File: src/rtl/ram_arb_pkg.sv
// rtl/ram_arb_pkg.sv - shared constants for the two-port ram arbiter
// Purpose: FSM state encoding, port identifiers and default ram geometry
//          used by ram_arbiter and ram_arb_pick.
// Ports:   none (package)
package ram_arb_pkg;

    localparam int DEF_ADDR_SIZE = 11;
    localparam int DEF_WORD_SIZE = 9;

    typedef logic [2:0] state_t;

    localparam state_t S_IDLE   = 3'd0;
    localparam state_t S_WSETUP = 3'd1;
    localparam state_t S_ACCESS = 3'd2;
    localparam state_t S_RWAIT  = 3'd3;
    localparam state_t S_DONE   = 3'd4;

    localparam logic PORT0 = 1'b0;
    localparam logic PORT1 = 1'b1;

endpackage

File: src/rtl/ram_arb_pick.sv
// rtl/ram_arb_pick.sv - combinational 2-way request picker
// Purpose: chooses which of two pending requests is granted.
//          RAM_ARB_RR_EN defined  : a tie goes to the port not granted last.
//          RAM_ARB_RR_EN undefined: a tie always goes to port 0.
// Ports:
//   req0, req1   in  pending requests
//   last_grant   in  port id granted most recently (only used with RAM_ARB_RR_EN)
//   grant_valid  out at least one request pending
//   grant_id     out port id that wins
module ram_arb_pick
    import ram_arb_pkg::*;
(
    input  logic req0,
    input  logic req1,
    input  logic last_grant,
    output logic grant_valid,
    output logic grant_id
);

    always_comb begin
        grant_valid = req0 | req1;
        grant_id    = PORT0;
        if (req0 && req1) begin
`ifdef RAM_ARB_RR_EN
            grant_id = ~last_grant;
`else
            grant_id = PORT0;
`endif
        end else if (req1) begin
            grant_id = PORT1;
        end
    end

`ifndef RAM_ARB_RR_EN
    // Fixed priority has no memory of past grants.
    logic unused_last_grant;
    assign unused_last_grant = last_grant;
`endif

endmodule

File: src/rtl/ram_arbiter.sv
// rtl/ram_arbiter.sv - two-port req/ack arbiter and sequencer for a single-port ram
// Purpose: grants port 0 (CPU) or port 1 (loader) one at a time, sequences the
//          ram (registered read, level-triggered write) and returns read data in
//          a per-port register. Every transaction acks 3 edges after its grant.
//          Optional round-robin tie breaking under RAM_ARB_RR_EN.
// Ports:
//   clk, rst_n            clock, asynchronous active-low reset
//   req/we/addr/wdata 0,1 request, direction, word address, write data
//   ack0, ack1            one-cycle completion pulse
//   rdata0, rdata1        last read result per port
//   busy                  high whenever the FSM is not idle
//   ram_en/we/re/addr/di  ram drive, ram_do ram read data
module ram_arbiter
    import ram_arb_pkg::*;
#(
    parameter int AddrSize = DEF_ADDR_SIZE,
    parameter int WordSize = DEF_WORD_SIZE
) (
    input  logic                clk,
    input  logic                rst_n,
    input  logic                req0,
    input  logic                we0,
    input  logic [AddrSize-1:0] addr0,
    input  logic [WordSize-1:0] wdata0,
    input  logic                req1,
    input  logic                we1,
    input  logic [AddrSize-1:0] addr1,
    input  logic [WordSize-1:0] wdata1,
    output logic                ack0,
    output logic                ack1,
    output logic [WordSize-1:0] rdata0,
    output logic [WordSize-1:0] rdata1,
    output logic                busy,
    output logic [AddrSize-1:0] ram_addr,
    output logic [WordSize-1:0] ram_di,
    output logic                ram_en,
    output logic                ram_we,
    output logic                ram_re,
    input  logic [WordSize-1:0] ram_do
);

    state_t              state_q, state_d;
    logic                port_q, port_d;
    logic                we_q, we_d;
    logic [AddrSize-1:0] ram_addr_q, ram_addr_d;
    logic [WordSize-1:0] ram_di_q, ram_di_d;
    logic                ram_en_q, ram_en_d;
    logic                ram_we_q, ram_we_d;
    logic                ram_re_q, ram_re_d;
    logic                ack0_q, ack0_d;
    logic                ack1_q, ack1_d;
    logic [WordSize-1:0] rdata0_q, rdata0_d;
    logic [WordSize-1:0] rdata1_q, rdata1_d;
    logic                busy_q, busy_d;

    logic grant_valid;
    logic grant_id;
    logic grant_fire;
    logic last_grant;

`ifdef RAM_ARB_RR_EN
    // Reset value PORT1 makes port 0 win the first tie.
    logic last_q, last_d;

    always_comb begin
        last_d = last_q;
        if (grant_fire) begin
            last_d = grant_id;
        end
    end

    always_ff @(posedge clk or negedge rst_n) begin
        if (!rst_n) begin
            last_q <= PORT1;
        end else begin
            last_q <= last_d;
        end
    end

    assign last_grant = last_q;
`else
    assign last_grant = PORT0;
`endif

    ram_arb_pick u_pick (
        .req0        (req0),
        .req1        (req1),
        .last_grant  (last_grant),
        .grant_valid (grant_valid),
        .grant_id    (grant_id)
    );

    // Requests are only looked at in IDLE, so a held req is never re-granted
    // while its own transaction is still in flight.
    assign grant_fire = (state_q == S_IDLE) && grant_valid;

    // State and datapath registers.
    always_ff @(posedge clk or negedge rst_n) begin
        if (!rst_n) begin
            state_q    <= S_IDLE;
            port_q     <= PORT0;
            we_q       <= 1'b0;
            ram_addr_q <= '0;
            ram_di_q   <= '0;
            ram_en_q   <= 1'b0;
            ram_we_q   <= 1'b0;
            ram_re_q   <= 1'b0;
            ack0_q     <= 1'b0;
            ack1_q     <= 1'b0;
            rdata0_q   <= '0;
            rdata1_q   <= '0;
            busy_q     <= 1'b0;
        end else begin
            state_q    <= state_d;
            port_q     <= port_d;
            we_q       <= we_d;
            ram_addr_q <= ram_addr_d;
            ram_di_q   <= ram_di_d;
            ram_en_q   <= ram_en_d;
            ram_we_q   <= ram_we_d;
            ram_re_q   <= ram_re_d;
            ack0_q     <= ack0_d;
            ack1_q     <= ack1_d;
            rdata0_q   <= rdata0_d;
            rdata1_q   <= rdata1_d;
            busy_q     <= busy_d;
        end
    end

    // Next state plus the transaction latch taken on the grant edge.
    always_comb begin
        state_d    = state_q;
        port_d     = port_q;
        we_d       = we_q;
        ram_addr_d = ram_addr_q;
        ram_di_d   = ram_di_q;

        case (state_q)
            S_IDLE: begin
                if (grant_fire) begin
                    port_d     = grant_id;
                    we_d       = grant_id ? we1 : we0;
                    ram_addr_d = grant_id ? addr1 : addr0;
                    ram_di_d   = grant_id ? wdata1 : wdata0;
                    // Writes get a full cycle of address/data setup before
                    // the level-sensitive write enable rises.
                    state_d    = we_d ? S_WSETUP : S_ACCESS;
                end
            end
            S_WSETUP: state_d = S_ACCESS;
            S_ACCESS: state_d = we_q ? S_DONE : S_RWAIT;
            S_RWAIT:  state_d = S_DONE;
            S_DONE:   state_d = S_IDLE;
            default:  state_d = S_IDLE;
        endcase
    end

    // Outputs are decoded from the next state so that each one is a flop
    // that is already correct for the cycle the FSM enters.
    always_comb begin
        ram_en_d = (state_d == S_ACCESS);
        ram_we_d = ram_en_d &  we_d;
        ram_re_d = ram_en_d & ~we_d;
        ack0_d   = (state_d == S_DONE) && (port_d == PORT0);
        ack1_d   = (state_d == S_DONE) && (port_d == PORT1);
        busy_d   = (state_d != S_IDLE);
        rdata0_d = rdata0_q;
        rdata1_d = rdata1_q;
        // ram_do is valid throughout RWAIT; grab it at the closing edge.
        if (state_q == S_RWAIT) begin
            if (port_q == PORT0) begin
                rdata0_d = ram_do;
            end else begin
                rdata1_d = ram_do;
            end
        end
    end

    assign ack0     = ack0_q;
    assign ack1     = ack1_q;
    assign rdata0   = rdata0_q;
    assign rdata1   = rdata1_q;
    assign busy     = busy_q;
    assign ram_addr = ram_addr_q;
    assign ram_di   = ram_di_q;
    assign ram_en   = ram_en_q;
    assign ram_we   = ram_we_q;
    assign ram_re   = ram_re_q;

endmodule

File: config.mk
export PLATFORM = sky130hd
export DESIGN_NAME = ram_arbiter
export DESIGN_NICKNAME = d
export VERILOG_FILES = /design/src/rtl/ram_arb_pkg.sv /design/src/rtl/ram_arb_pick.sv /design/src/rtl/ram_arbiter.sv
export SDC_FILE = /design/constraint.sdc
export NUM_CORES = 1
export LEC_CHECK = 0
export ABC_CLOCK_PERIOD_IN_PS = 1370
export BUFFER_PORTS_ARGS = -buffer_cell sky130_fd_sc_hd__buf_2
export CORE_ASPECT_RATIO = 1.2
export CORE_MARGIN = 3
export CORE_UTILIZATION = 33
export CTS_CLUSTER_DIAMETER = 80
export DETAILED_ROUTE_END_ITERATION = 16
export GPL_TIMING_DRIVEN = 0
export PLACE_DENSITY = 0.65
export REMOVE_ABC_BUFFERS = 1
export SYNTH_ARGS = -nofsm -noshare
export SYNTH_HDL_FRONTEND = slang
export SYNTH_SLANG_ARGS = --single-unit
File: constraint.sdc
create_clock -name clk -period 1.37 [get_ports clk]
set_input_delay 0.2055 -clock clk [delete_from_list [all_inputs] [get_ports clk]]
set_output_delay 0.2055 -clock clk [all_outputs]
set_load 0.02 [all_outputs]
==> results of run 1 <==
## what timing repair did
action | 4_1_cts | 5_1_grt
buffers inserted | 10 | 4
gates cloned | 1 | 2
resized for setup | 13 | 24
pin swaps | 3 | 2
setup endpoints to repair | 39 | 43
## worst max-delay path, stage by stage (launching register included)
cell and delay [ns]:
dfrtp_2 0.45, nand2b_4 0.17, nor3b_4 0.23, buf_12 0.16
mux2_2 0.34
## layout by cell type (no fill, tap or decap), types with 2 or more instances in the layout
| cell | netlist | routed |
|---|---|---|
| a21oi_1 | 43 | 33 |
| a21oi_2 | 0 | 9 |
| and2_4 | 0 | 3 |
| buf_12 | 0 | 2 |
| buf_2 | 7 | 98 |
| buf_4 | 2 | 8 |
| buf_6 | 1 | 4 |
| bufinv_16 | 0 | 2 |
| clkbuf_8 | 0 | 5 |
| dfrtp_1 | 49 | 46 |
| dfrtp_2 | 0 | 3 |
| inv_1 | 2 | 2 |
| mux2_2 | 18 | 16 |
| mux2_4 | 0 | 2 |
| mux2i_1 | 21 | 21 |
| nand2_1 | 2 | 2 |
| nor2_1 | 4 | 4 |
| nor3_4 | 1 | 2 |
## flip-flops by register name (all words and copies together) (netlist names)
signal    flops
ack0          1
ack1          1
busy          1
port_q        1
ram_addr     11
ram_di        9
ram_en        1
ram_re        1
ram_we        1
rdata0        9
rdata1        9
state_q       3
we_q          1
## layer usage
metal	part of all wire (%)	vias to the layer above	global-route usage (%)
li1	-	821	-
met1	42	841	18.3
met2	52	55	24.6
met3	4.1	6	2.50
met4	1.3	0	5.16
met5	0	-	0
## final cells by class
type	instances	area [um^2]	area share, %
Timing Repair Buffer	112	636	20.9
Inverter	2	7.51	0.247
Clock buffer	5	68.8	2.27
Multi-Input combinational cell	109	926	30.5
Clock inverter	3	65.1	2.14
Sequential cell	49	1230	40.5
Tap cell	82	103	3.38
## cells by family (layout without fill, tap and decap cells)
logic type	after synthesis	in the layout	synth area share (%)
AO/OA/AOI/OAI	49	49	12.3
AND/OR/NAND/NOR	18	21	6.08
flip-flops	49	49	58.4
multiplexers	39	39	19.7
buffers and inverters	14	122	3.63
## metrics by stage
stage | power, mW | util (%) | cell area [um^2]
global route | 7.92 | 49.8 | 3040
global placement | 5.38 | 43.1 | 2630
detailed placement | 5.44 | 43.1 | 2630
CTS | 7.03 | 47.4 | 2890
floorplan | 4.36 | - | 2030
finish | 7.45 | 49.8 | 3040
## worst max path at each step
| stage | startpoint | endpoint | slack [ns] | depth (start not counted) |
|---|---|---|---|---|
| floorplan | state_q[1] | ram_addr[0] | -0.40 | 3 |
| global placement | req1 | ram_addr[6] | -1.11 | 4 |
| detailed placement | req1 | ram_addr[9] | -1.12 | 4 |
| CTS | state_q[2] | rdata0[7] | -0.08 | 4 |
| global route | state_q[2] | rdata0[0] | -0.10 | 4 |
| finish | state_q[2] | rdata0[7] | -0.09 | 4 |
## power by group
group | internal [mW] | switching [mW]
clock | 0.725 | 0.474
sequential | 2.15 | 0.424
combinational | 1.59 | 2.08
==> run_summary.xml, run 1 <==
<?xml version="1.0" encoding="UTF-8"?>
<metrics>
  <group name="min_path">
    <metric name="worst_hold_path_type" unit="">input port to async pin</metric>
  </group>
  <group name="grt">
    <metric name="track_usage" unit="%">14.4</metric>
    <metric name="grt_pass1_vias" unit="">1695</metric>
    <metric name="grt_max_degree" unit="">50</metric>
    <metric name="grt_first_pass_wirelength" unit="um">8290</metric>
    <metric name="number_of_antenna_violations_at_the_first_check_in_global_routing" unit="">0</metric>
    <metric name="grt_overflow" unit="">0</metric>
  </group>
  <group name="yosys">
    <metric name="yosysWarnings" unit="">0</metric>
    <metric name="post_synth_main_area_contributors" unit="">dfrtp_1, a21oi_1, mux2i_1, mux2_2, buf_2</metric>
    <metric name="synth_largest_type_area_fraction" unit="%">58.4</metric>
    <metric name="synth_seq_area_share" unit="%">58.4</metric>
    <metric name="postSynthRegisterBits" unit="">49</metric>
    <metric name="syn_inst" unit="">169</metric>
    <metric name="synth_edf_count" unit="">0</metric>
    <metric name="synth_common_cells" unit="">dfrtp_1, a21oi_1, mux2i_1</metric>
    <metric name="yosysTopAreaCell" unit="">dfrtp_1</metric>
    <metric name="yosys.cell_count.top_type" unit="">dfrtp_1</metric>
    <metric name="mean_instance_size_in_the_synthesized_netlist" unit="um^2">12.4</metric>
    <metric name="async_reset_ff_share" unit="%">100</metric>
    <metric name="netlist-cell-type-count" unit="">27</metric>
    <metric name="mappedNetlistArea" unit="mm^2">0.00210</metric>
    <metric name="yosys_most_used_dff" unit="">dfrtp_1</metric>
  </group>
  <group name="flow_run">
    <metric name="drv_cap" unit="">0</metric>
  </group>
  <group name="floorplan">
    <metric name="die_width" unit="um">78.8</metric>
    <metric name="floorplan.die.height" unit="um">93.4</metric>
    <metric name="initial_core_util" unit="%">34.5</metric>
    <metric name="floorplan.die_area" unit="mm^2">0.00736</metric>
    <metric name="rows" unit="">31</metric>
    <metric name="ioPinCount" unit="">99</metric>
    <metric name="floorplan.core_area" unit="mm^2">0.00609</metric>
  </group>
  <group name="cells_and_area">
    <metric name="post_layout_nonfiller_instances" unit="">362</metric>
    <metric name="insertedDiodeCount" unit="">0</metric>
    <metric name="number_of_fill_cells" unit="">587</metric>
    <metric name="syn2layout_area_growth" unit="%">44.5</metric>
    <metric name="drive_gt1_share" unit="%">58.9</metric>
    <metric name="design.final.nets" unit="">334</metric>
  </group>
  <group name="timing">
    <metric name="whs" unit="ns">0.106</metric>
    <metric name="fmaxAchievable" unit="MHz">685</metric>
    <metric name="final_period_minus_worst_setup_slack" unit="ns">1.46</metric>
    <metric name="worst_pin_slew" unit="ns">1.09</metric>
    <metric name="fin_worst_skew" unit="ns">0.00831</metric>
    <metric name="setup-violations-final" unit="">10</metric>
    <metric name="slew_viol_final" unit="">0</metric>
    <metric name="grt_setup_unrepaired" unit="">true</metric>
    <metric name="final_hold_viol_count" unit="">0</metric>
    <metric name="timing.max_slew.rel_slack" unit="%">27.6</metric>
    <metric name="setup_slack" unit="ns">-0.0890</metric>
    <metric name="finalSetupTns" unit="ns">-0.657</metric>
    <metric name="timing.final.crit_share" unit="%">106</metric>
  </group>
  <group name="setup_path">
    <metric name="worst-endpoint-required" unit="ns">1.56</metric>
    <metric name="critPathCaptureType" unit="">flop</metric>
    <metric name="setup_cp_type" unit="">flop to flop</metric>
    <metric name="rr_startpoint" unit="">state_q[2]</metric>
    <metric name="regToRegSetupSlack" unit="ns">-0.09</metric>
    <metric name="worst-r2r-cell-count" unit="">4</metric>
    <metric name="r2r_end" unit="">rdata0[7]</metric>
    <metric name="path_max_fanout" unit="">9</metric>
    <metric name="worst_endpoint_data_arrival_time" unit="ns">1.65</metric>
    <metric name="critPathLaunchType" unit="">flop</metric>
  </group>
  <group name="routing">
    <metric name="antenna_violating_nets_post_route" unit="">0</metric>
    <metric name="drc" unit="">0</metric>
    <metric name="routedWlPerCell" unit="um">15.1</metric>
    <metric name="routed_via_density" unit="">4.76</metric>
    <metric name="detail_route.first_pass.iterations" unit="">4</metric>
    <metric name="drt_iter0_drc" unit="">59</metric>
    <metric name="vias" unit="">1723</metric>
    <metric name="route.final.wire_length" unit="um">5460</metric>
  </group>
  <group name="clock_tree">
    <metric name="clk_pin_slew_worst_paths" unit="ns">0.09</metric>
    <metric name="tritoncts" unit="">yes</metric>
    <metric name="clkSinkCount" unit="">49</metric>
    <metric name="numCtsBuffers" unit="">5</metric>
    <metric name="h-tree-depth" unit="">2</metric>
    <metric name="ctsLongestPathBuffers" unit="">2</metric>
    <metric name="cts-root-buf" unit="">clkbuf_8</metric>
    <metric name="worstSkewPairLatency" unit="ns">0.30</metric>
    <metric name="cts_hold_buf" unit="">0</metric>
  </group>
  <group name="place">
    <metric name="worst_setup_slack_post_dpl" unit="ns">-1.12</metric>
    <metric name="finalWeightedCongestion" unit="">0.767</metric>
    <metric name="dp.final_hpwl" unit="um">3420</metric>
    <metric name="dpl.cell_count" unit="">337</metric>
    <metric name="portBuffers" unit="">98</metric>
  </group>
  <group name="power">
    <metric name="powerDensity" unit="mW/mm^2">2450</metric>
    <metric name="ir_drop" unit="uV">844</metric>
    <metric name="static-leakage-power" unit="nW">1.52</metric>
  </group>
  <group name="status">
    <metric name="failed_checks" unit="">negative setup slack</metric>
    <metric name="run_status" unit="">complete, but fails checks</metric>
  </group>
</metrics>
Power figures use the tool's default switching activity.
==> run 2: changes to the inputs <==
--- a/config.mk
+++ b/config.mk
@@ -8,7 +8,7 @@
 export ABC_CLOCK_PERIOD_IN_PS = 1370
 export BUFFER_PORTS_ARGS = -buffer_cell sky130_fd_sc_hd__buf_2
 export CORE_ASPECT_RATIO = 1.2
-export CORE_MARGIN = 3
+export CORE_MARGIN = 2
 export CORE_UTILIZATION = 33
 export CTS_CLUSTER_DIAMETER = 80
 export DETAILED_ROUTE_END_ITERATION = 16
==> constraint.sdc (replaced) <==
create_clock -name clk -period 1.37 [get_ports clk]
set_input_delay 0.274 -clock clk [delete_from_list [all_inputs] [get_ports clk]]
set_output_delay 0.274 -clock clk [all_outputs]
set_load 0.02 [all_outputs]
==> run 2 against run 1 <==
Effect of this change: die area fell by 4.6%; design area fell by 1.1%; the run still ends with negative setup slack left; power fell by 3.3%; routed wire length rose by 2.5%; register-to-register slack got worse by 0.02 ns; sequential cell count did not move; critical endpoint is now state_q[0]; critical path type unchanged; maximum frequency fell by 1.2%; final cell count did not move; critical path depth rose by 1; clock-buffer cell count did not move; largest cell class unchanged; first-iteration DRC count fell by 20%.
==> run_summary.xml, run 2 (same netlist as run 1, synthesis figures left out) <==
<?xml version="1.0" encoding="UTF-8"?>
<metrics>
  <group name="cells_and_area">
    <metric name="syn2layout_area_growth" unit="%">42.9</metric>
    <metric name="finish.utilization" unit="%">49.3</metric>
    <metric name="insertedDiodeCount" unit="">0</metric>
    <metric name="final_cell_mix" unit="">buf_2, dfrtp_1, a21oi_1</metric>
    <metric name="drive_gt1_share" unit="%">55.0</metric>
    <metric name="mostFrequentLayoutCell" unit="">buf_2</metric>
    <metric name="design.final.nets" unit="">335</metric>
    <metric name="max_ffs_per_register" unit="">11</metric>
  </group>
  <group name="routing">
    <metric name="drc" unit="">0</metric>
    <metric name="detail_route.first_pass.iterations" unit="">4</metric>
    <metric name="drt_iter0_drc" unit="">47</metric>
    <metric name="routed_via_density" unit="">4.79</metric>
    <metric name="routedWlPerCell" unit="um">15.5</metric>
    <metric name="route.final.wire_length" unit="um">5600</metric>
    <metric name="antenna_violating_nets_post_route" unit="">0</metric>
    <metric name="vias" unit="">1735</metric>
  </group>
  <group name="clock_tree">
    <metric name="numCtsBuffers" unit="">5</metric>
    <metric name="clk_pin_slew_worst_paths" unit="ns">0.09</metric>
    <metric name="h-tree-depth" unit="">2</metric>
    <metric name="ctsLongestPathBuffers" unit="">2</metric>
    <metric name="tritoncts" unit="">yes</metric>
    <metric name="cts-root-buf" unit="">clkbuf_8</metric>
    <metric name="worstSkewPairLatency" unit="ns">0.30</metric>
    <metric name="clkSinkCount" unit="">49</metric>
  </group>
  <group name="setup_path">
    <metric name="crit_buf_inv" unit="">2</metric>
    <metric name="crit_cells" unit="">5</metric>
    <metric name="path_max_fanout" unit="">7</metric>
    <metric name="worst-endpoint-required" unit="ns">1.56</metric>
    <metric name="setup_cp_type" unit="">flop to flop</metric>
    <metric name="worst-r2r-cell-count" unit="">5</metric>
    <metric name="setup.worst_path.end" unit="">state_q[0]</metric>
    <metric name="cpLargestDelayFamily" unit="">flip-flops</metric>
    <metric name="setup.worst_path.start" unit="">state_q[2]</metric>
    <metric name="crit_slowest_cell" unit="">dfrtp_2</metric>
    <metric name="cpMostUsedCell" unit="">buf_4</metric>
    <metric name="critPathLaunchType" unit="">flop</metric>
    <metric name="regToRegSetupSlack" unit="ns">-0.11</metric>
    <metric name="critPathMaxStageDelay" unit="ns">0.42</metric>
    <metric name="r2r_end" unit="">state_q[0]</metric>
    <metric name="rr_startpoint" unit="">state_q[2]</metric>
    <metric name="critPathCaptureType" unit="">flop</metric>
    <metric name="critical_path_cell_list" unit="">buf_4 &gt; nor3_4 &gt; buf_4 &gt; nand2_1 &gt; o32ai_1</metric>
    <metric name="worst_endpoint_data_arrival_time" unit="ns">1.67</metric>
  </group>
  <group name="floorplan">
    <metric name="floorplan.die_area" unit="mm^2">0.00702</metric>
    <metric name="initial_core_util" unit="%">34.5</metric>
    <metric name="rows" unit="">31</metric>
    <metric name="floorplan.core_area" unit="mm^2">0.00609</metric>
    <metric name="die_width" unit="um">76.8</metric>
    <metric name="ioPinCount" unit="">99</metric>
    <metric name="floorplan.die.height" unit="um">91.4</metric>
  </group>
  <group name="timing">
    <metric name="timing.final.crit_share" unit="%">108</metric>
    <metric name="setup-violations-final" unit="">42</metric>
    <metric name="grt_setup_unrepaired" unit="">true</metric>
    <metric name="timing.max_slew.rel_slack" unit="%">29.0</metric>
    <metric name="slew_viol_final" unit="">0</metric>
    <metric name="worst_pin_slew" unit="ns">1.06</metric>
    <metric name="final_period_minus_worst_setup_slack" unit="ns">1.48</metric>
    <metric name="final_hold_viol_count" unit="">0</metric>
    <metric name="fmaxAchievable" unit="MHz">677</metric>
    <metric name="fin_worst_skew" unit="ns">0.00978</metric>
    <metric name="setup_slack" unit="ns">-0.107</metric>
  </group>
  <group name="power">
    <metric name="static-leakage-power" unit="nW">1.53</metric>
    <metric name="ir_drop" unit="uV">904</metric>
    <metric name="total_power" unit="mW">7.20</metric>
    <metric name="powerDensity" unit="mW/mm^2">2400</metric>
  </group>
  <group name="grt">
    <metric name="grt_first_pass_wirelength" unit="um">8070</metric>
    <metric name="track_usage" unit="%">14.8</metric>
    <metric name="grt_overflow" unit="">0</metric>
    <metric name="number_of_antenna_violations_at_the_first_check_in_global_routing" unit="">0</metric>
    <metric name="grt_pass1_vias" unit="">1558</metric>
    <metric name="grt_max_degree" unit="">50</metric>
  </group>
  <group name="flow_run">
    <metric name="drv_cap" unit="">0</metric>
  </group>
  <group name="status">
    <metric name="failed_checks" unit="">negative setup slack</metric>
    <metric name="run_status" unit="">complete, but fails checks</metric>
  </group>
  <group name="place">
    <metric name="dp.final_hpwl" unit="um">3410</metric>
    <metric name="finalWeightedCongestion" unit="">0.830</metric>
    <metric name="worst_setup_slack_post_dpl" unit="ns">-1.23</metric>
    <metric name="portBuffers" unit="">98</metric>
  </group>
  <group name="min_path">
    <metric name="worst_hold_path_type" unit="">input port to async pin</metric>
  </group>
</metrics>
-- run 2: layout make-up --
type / count / area [um^2]
sequential: 49 / 1230
fill: 563 / 3090
clock inverter: 2 / 35.0
tap: 82 / 103
multi-input combinational: 109 / 906
clock buffer: 5 / 68.8
timing repair buffer: 113 / 652
inverter: 2 / 7.51
-- run 2: what timing repair did --
item                                    4_1_cts  5_1_grt
pin swaps                                     3        3
endpoints found under the setup margin       45       41
setup buffers                                 9        5
hold buffers                                  0        0
cloned                                        1        3
resized for setup                            11       23
-- run 2: report_power, final --
part,switching (mW),leakage [nW],total [mW],internal [mW]
clock,0.463,0.0540,0.994,0.531
sequential,0.421,0.566,2.57,2.15
combinational,2.04,0.908,3.64,1.60
total,2.92,1.53,7.20,4.28
-- run 2: worst min path at each step --
stage	startpoint	to	slack, ns	depth (start not counted)
global route	ram_do[1]	rdata0[1]	0.20	2
global placement	rdata1[3]	rdata1[3]	0.48	1
finish	rst_n	rdata0[8]	0.16	1
CTS	req0	port_q	0.18	2
detailed placement	rdata0[0]	rdata0[0]	0.49	1
floorplan	rst_n	ack0	-0.02	0
-- run 2: metrics by stage --
stage	area [um^2]	hold WS, ns	TNS [ns]	instances
finish	3000	0.161	-2.09	362
global route	3000	0.199	-4.04	362
floorplan	2030	-0.0216	-10.52	157
CTS	2850	0.179	-0.657	354
global placement	2630	0.483	-33.65	337
detailed placement	2630	0.490	-33.47	337
-- run 2: per-layer routing --
layer / GRT usage (%) / part of all wire, %
met1: 18.8 / 43
met2: 24.9 / 52
met3: 2.78 / 3.9
met4: 5.61 / 1.4
met5: 0 / 0
==> run 3: changes to the inputs <==
--- a/config.mk
+++ b/config.mk
@@ -7,14 +7,15 @@
 export LEC_CHECK = 0
 export ABC_CLOCK_PERIOD_IN_PS = 1370
 export BUFFER_PORTS_ARGS = -buffer_cell sky130_fd_sc_hd__buf_2
+export CELL_PAD_IN_SITES_DETAIL_PLACEMENT = 0
+export CELL_PAD_IN_SITES_GLOBAL_PLACEMENT = 2
 export CORE_ASPECT_RATIO = 1.2
 export CORE_MARGIN = 2
-export CORE_UTILIZATION = 33
+export CORE_UTILIZATION = 25
 export CTS_CLUSTER_DIAMETER = 80
 export DETAILED_ROUTE_END_ITERATION = 16
 export GPL_TIMING_DRIVEN = 0
-export PLACE_DENSITY = 0.65
-export REMOVE_ABC_BUFFERS = 1
+export PLACE_DENSITY = 0.78
 export SYNTH_ARGS = -nofsm -noshare
 export SYNTH_HDL_FRONTEND = slang
 export SYNTH_SLANG_ARGS = --single-unit
==> run 3 against run 2 <==
Effect of this change: the flow still finishes with violations (negative setup slack); power rose by 3.0%; clock-buffer cell count unchanged; sequential cell count is the same; design area increased by 3.5%; critical endpoint is now rdata0[5]; largest power group unchanged; highest routed layer unchanged.
==> run_summary.xml, run 3 (same netlist as run 1, synthesis figures left out) <==
<?xml version="1.0" encoding="UTF-8"?>
<metrics>
  <group name="timing">
    <metric name="setup-violations-final" unit="">12</metric>
    <metric name="slew_viol_final" unit="">0</metric>
    <metric name="fin_worst_skew" unit="ns">0.00423</metric>
    <metric name="finalSetupTns" unit="ns">-0.480</metric>
    <metric name="timing.final.crit_share" unit="%">105</metric>
    <metric name="fmaxAchievable" unit="MHz">698</metric>
    <metric name="final_period_minus_worst_setup_slack" unit="ns">1.43</metric>
    <metric name="final_hold_viol_count" unit="">0</metric>
    <metric name="worst_pin_slew" unit="ns">1.10</metric>
    <metric name="grt_setup_unrepaired" unit="">true</metric>
    <metric name="whs" unit="ns">0.175</metric>
    <metric name="timing.max_slew.rel_slack" unit="%">26.8</metric>
    <metric name="setup_slack" unit="ns">-0.0620</metric>
  </group>
  <group name="cells_and_area">
    <metric name="post_layout_nonfiller_instances" unit="">399</metric>
    <metric name="drive_gt1_share" unit="%">54.7</metric>
    <metric name="post-route-cell-area" unit="mm^2">0.00311</metric>
    <metric name="insertedDiodeCount" unit="">0</metric>
    <metric name="max_ffs_per_register" unit="">11</metric>
    <metric name="layout.area.seq" unit="mm^2">0.00123</metric>
    <metric name="final_cell_mix" unit="">buf_2, dfrtp_1, a21oi_1</metric>
    <metric name="design.final.nets" unit="">339</metric>
    <metric name="number_of_fill_cells" unit="">832</metric>
    <metric name="finish.utilization" unit="%">38.1</metric>
    <metric name="multiInputGateArea" unit="um^2">875</metric>
    <metric name="syn2layout_area_growth" unit="%">47.9</metric>
    <metric name="mostFrequentLayoutCell" unit="">buf_2</metric>
  </group>
  <group name="setup_path">
    <metric name="critPathLaunchType" unit="">flop</metric>
    <metric name="path_max_fanout" unit="">5</metric>
    <metric name="critPathCaptureType" unit="">flop</metric>
    <metric name="worst_endpoint_data_arrival_time" unit="ns">1.62</metric>
    <metric name="worst-endpoint-required" unit="ns">1.56</metric>
    <metric name="setup_cp_type" unit="">flop to flop</metric>
  </group>
  <group name="power">
    <metric name="static-leakage-power" unit="nW">1.56</metric>
    <metric name="ir_drop" unit="uV">773</metric>
    <metric name="power_frac_comb" unit="%">49.5</metric>
    <metric name="power.switching_fraction" unit="%">38.6</metric>
    <metric name="internal_power" unit="mW">4.56</metric>
    <metric name="pwr-share-seq" unit="%">34.3</metric>
    <metric name="power_frac_clock" unit="%">16.3</metric>
    <metric name="psw" unit="mW">2.87</metric>
    <metric name="total_power" unit="mW">7.42</metric>
    <metric name="powerDensity" unit="mW/mm^2">2390</metric>
  </group>
  <group name="routing">
    <metric name="drc" unit="">0</metric>
    <metric name="vias" unit="">1712</metric>
    <metric name="drt_iter0_drc" unit="">52</metric>
    <metric name="routedWlPerCell" unit="um">13.7</metric>
    <metric name="antenna_violating_nets_post_route" unit="">0</metric>
    <metric name="route.final.wire_length" unit="um">5450</metric>
    <metric name="routed_via_density" unit="">4.29</metric>
    <metric name="detail_route.first_pass.iterations" unit="">4</metric>
  </group>
  <group name="grt">
    <metric name="globalRouteMet1Util" unit="%">14.6</metric>
    <metric name="busiest_layer" unit="">met2</metric>
    <metric name="track_usage" unit="%">11.5</metric>
    <metric name="grt_max_degree" unit="">50</metric>
    <metric name="grt_pass1_vias" unit="">1704</metric>
    <metric name="grt_first_pass_wirelength" unit="um">8310</metric>
    <metric name="grt_overflow" unit="">0</metric>
    <metric name="grt.met3_usage" unit="%">2.70</metric>
    <metric name="globalRouteMet2Util" unit="%">19.2</metric>
    <metric name="number_of_antenna_violations_at_the_first_check_in_global_routing" unit="">0</metric>
  </group>
  <group name="place">
    <metric name="finalWeightedCongestion" unit="">0.661</metric>
    <metric name="worst_setup_slack_post_dpl" unit="ns">-0.0970</metric>
    <metric name="portBuffers" unit="">98</metric>
    <metric name="placed_cell_area" unit="mm^2">0.00274</metric>
    <metric name="dp.final_hpwl" unit="um">3640</metric>
    <metric name="dpl.cell_count" unit="">381</metric>
  </group>
  <group name="clock_tree">
    <metric name="ctsLongestPathBuffers" unit="">2</metric>
    <metric name="cts_hold_buf" unit="">0</metric>
    <metric name="cts-root-buf" unit="">clkbuf_8</metric>
    <metric name="worstSkewPairLatency" unit="ns">0.30</metric>
    <metric name="clk_pin_slew_worst_paths" unit="ns">0.09</metric>
    <metric name="clkSinkCount" unit="">49</metric>
    <metric name="tritoncts" unit="">yes</metric>
    <metric name="numCtsBuffers" unit="">5</metric>
    <metric name="h-tree-depth" unit="">2</metric>
  </group>
  <group name="floorplan">
    <metric name="rows" unit="">36</metric>
    <metric name="initial_core_util" unit="%">25.8</metric>
    <metric name="die_width" unit="um">87.7</metric>
    <metric name="floorplan.core_area" unit="mm^2">0.00815</metric>
    <metric name="floorplan.die_area" unit="mm^2">0.00916</metric>
    <metric name="floorplan.die.height" unit="um">104</metric>
    <metric name="ioPinCount" unit="">99</metric>
  </group>
  <group name="yosys">
    <metric name="syn_nets" unit="">224</metric>
  </group>
  <group name="min_path">
    <metric name="worst_hold_path_type" unit="">input port to async pin</metric>
  </group>
  <group name="flow_run">
    <metric name="drv_cap" unit="">0</metric>
  </group>
  <group name="status">
    <metric name="failed_checks" unit="">negative setup slack</metric>
    <metric name="run_status" unit="">complete, but fails checks</metric>
  </group>
</metrics>
==> run 3: cell types whose count changed in the layout (fill, tap and decap cells not counted), sizes merged <==
cell	previous run	this run
buf	112	116
clkbuf	6	9
and2	4	2
bufinv	1	2
nor3	3	2
==> run 3: final timing paths <==
path / startpoint / slack, ns / end / cells after the start
max in group asynchronous: rst_n / 0.45 / state_q[2] / 1
setup / recovery: state_q[2] / -0.06 / rdata0[5] / 4
setup reg to reg: state_q[2] / -0.06 / rdata0[5] / 4
hold / removal: rst_n / 0.17 / ram_en / 1
hold reg to reg: rdata1[7] / 0.50 / rdata1[7] / 1
min in group clk: req0 / 0.19 / port_q / 2
==> run 3: what timing repair did <==
action / CTS / global route
setup buffers: 5 / 2
gates resized for setup: 19 / 18
pin swaps: 1 / 2
gates cloned: 1 / 2
setup endpoints to repair: 39 / 39
==> run 3: cell type report <==
type	count	share of cell area [%]
multi-input cells	106	28.2
repair buffers	108	19.7
well taps	114	4.59
plain buffers	12	3.46
flip-flops and latches	49	39.5
clock buffers	5	2.22
clock inverters	3	2.09
inverters	2	0.242
==> run 3: routing by layer <==
layer  up-vias  wire length [um]
met5         -                 0
met4         0                68
met3         6               349
met2        60              2670
met1       821              2360
li1        825                 -
==> run 3: power by group through the flow <==
stage	registers (mW)	clock network [mW]	logic, mW
4_1_cts	2.53	1.26	3.29
6_report	2.54	1.21	3.67
2_1_floorplan	3.33	0	1.12
3_5_place_dp	2.55	0	3.00
3_3_place_gp	2.54	0	2.95
5_1_grt	2.63	1.31	3.96
==> run 3: critical path, stage by stage (launching register included) <==
cell and delay [ns]:
dfrtp_2 0.43, nand2b_4 0.16, nor3b_4 0.25, buf_6 0.18, mux2_4 0.30
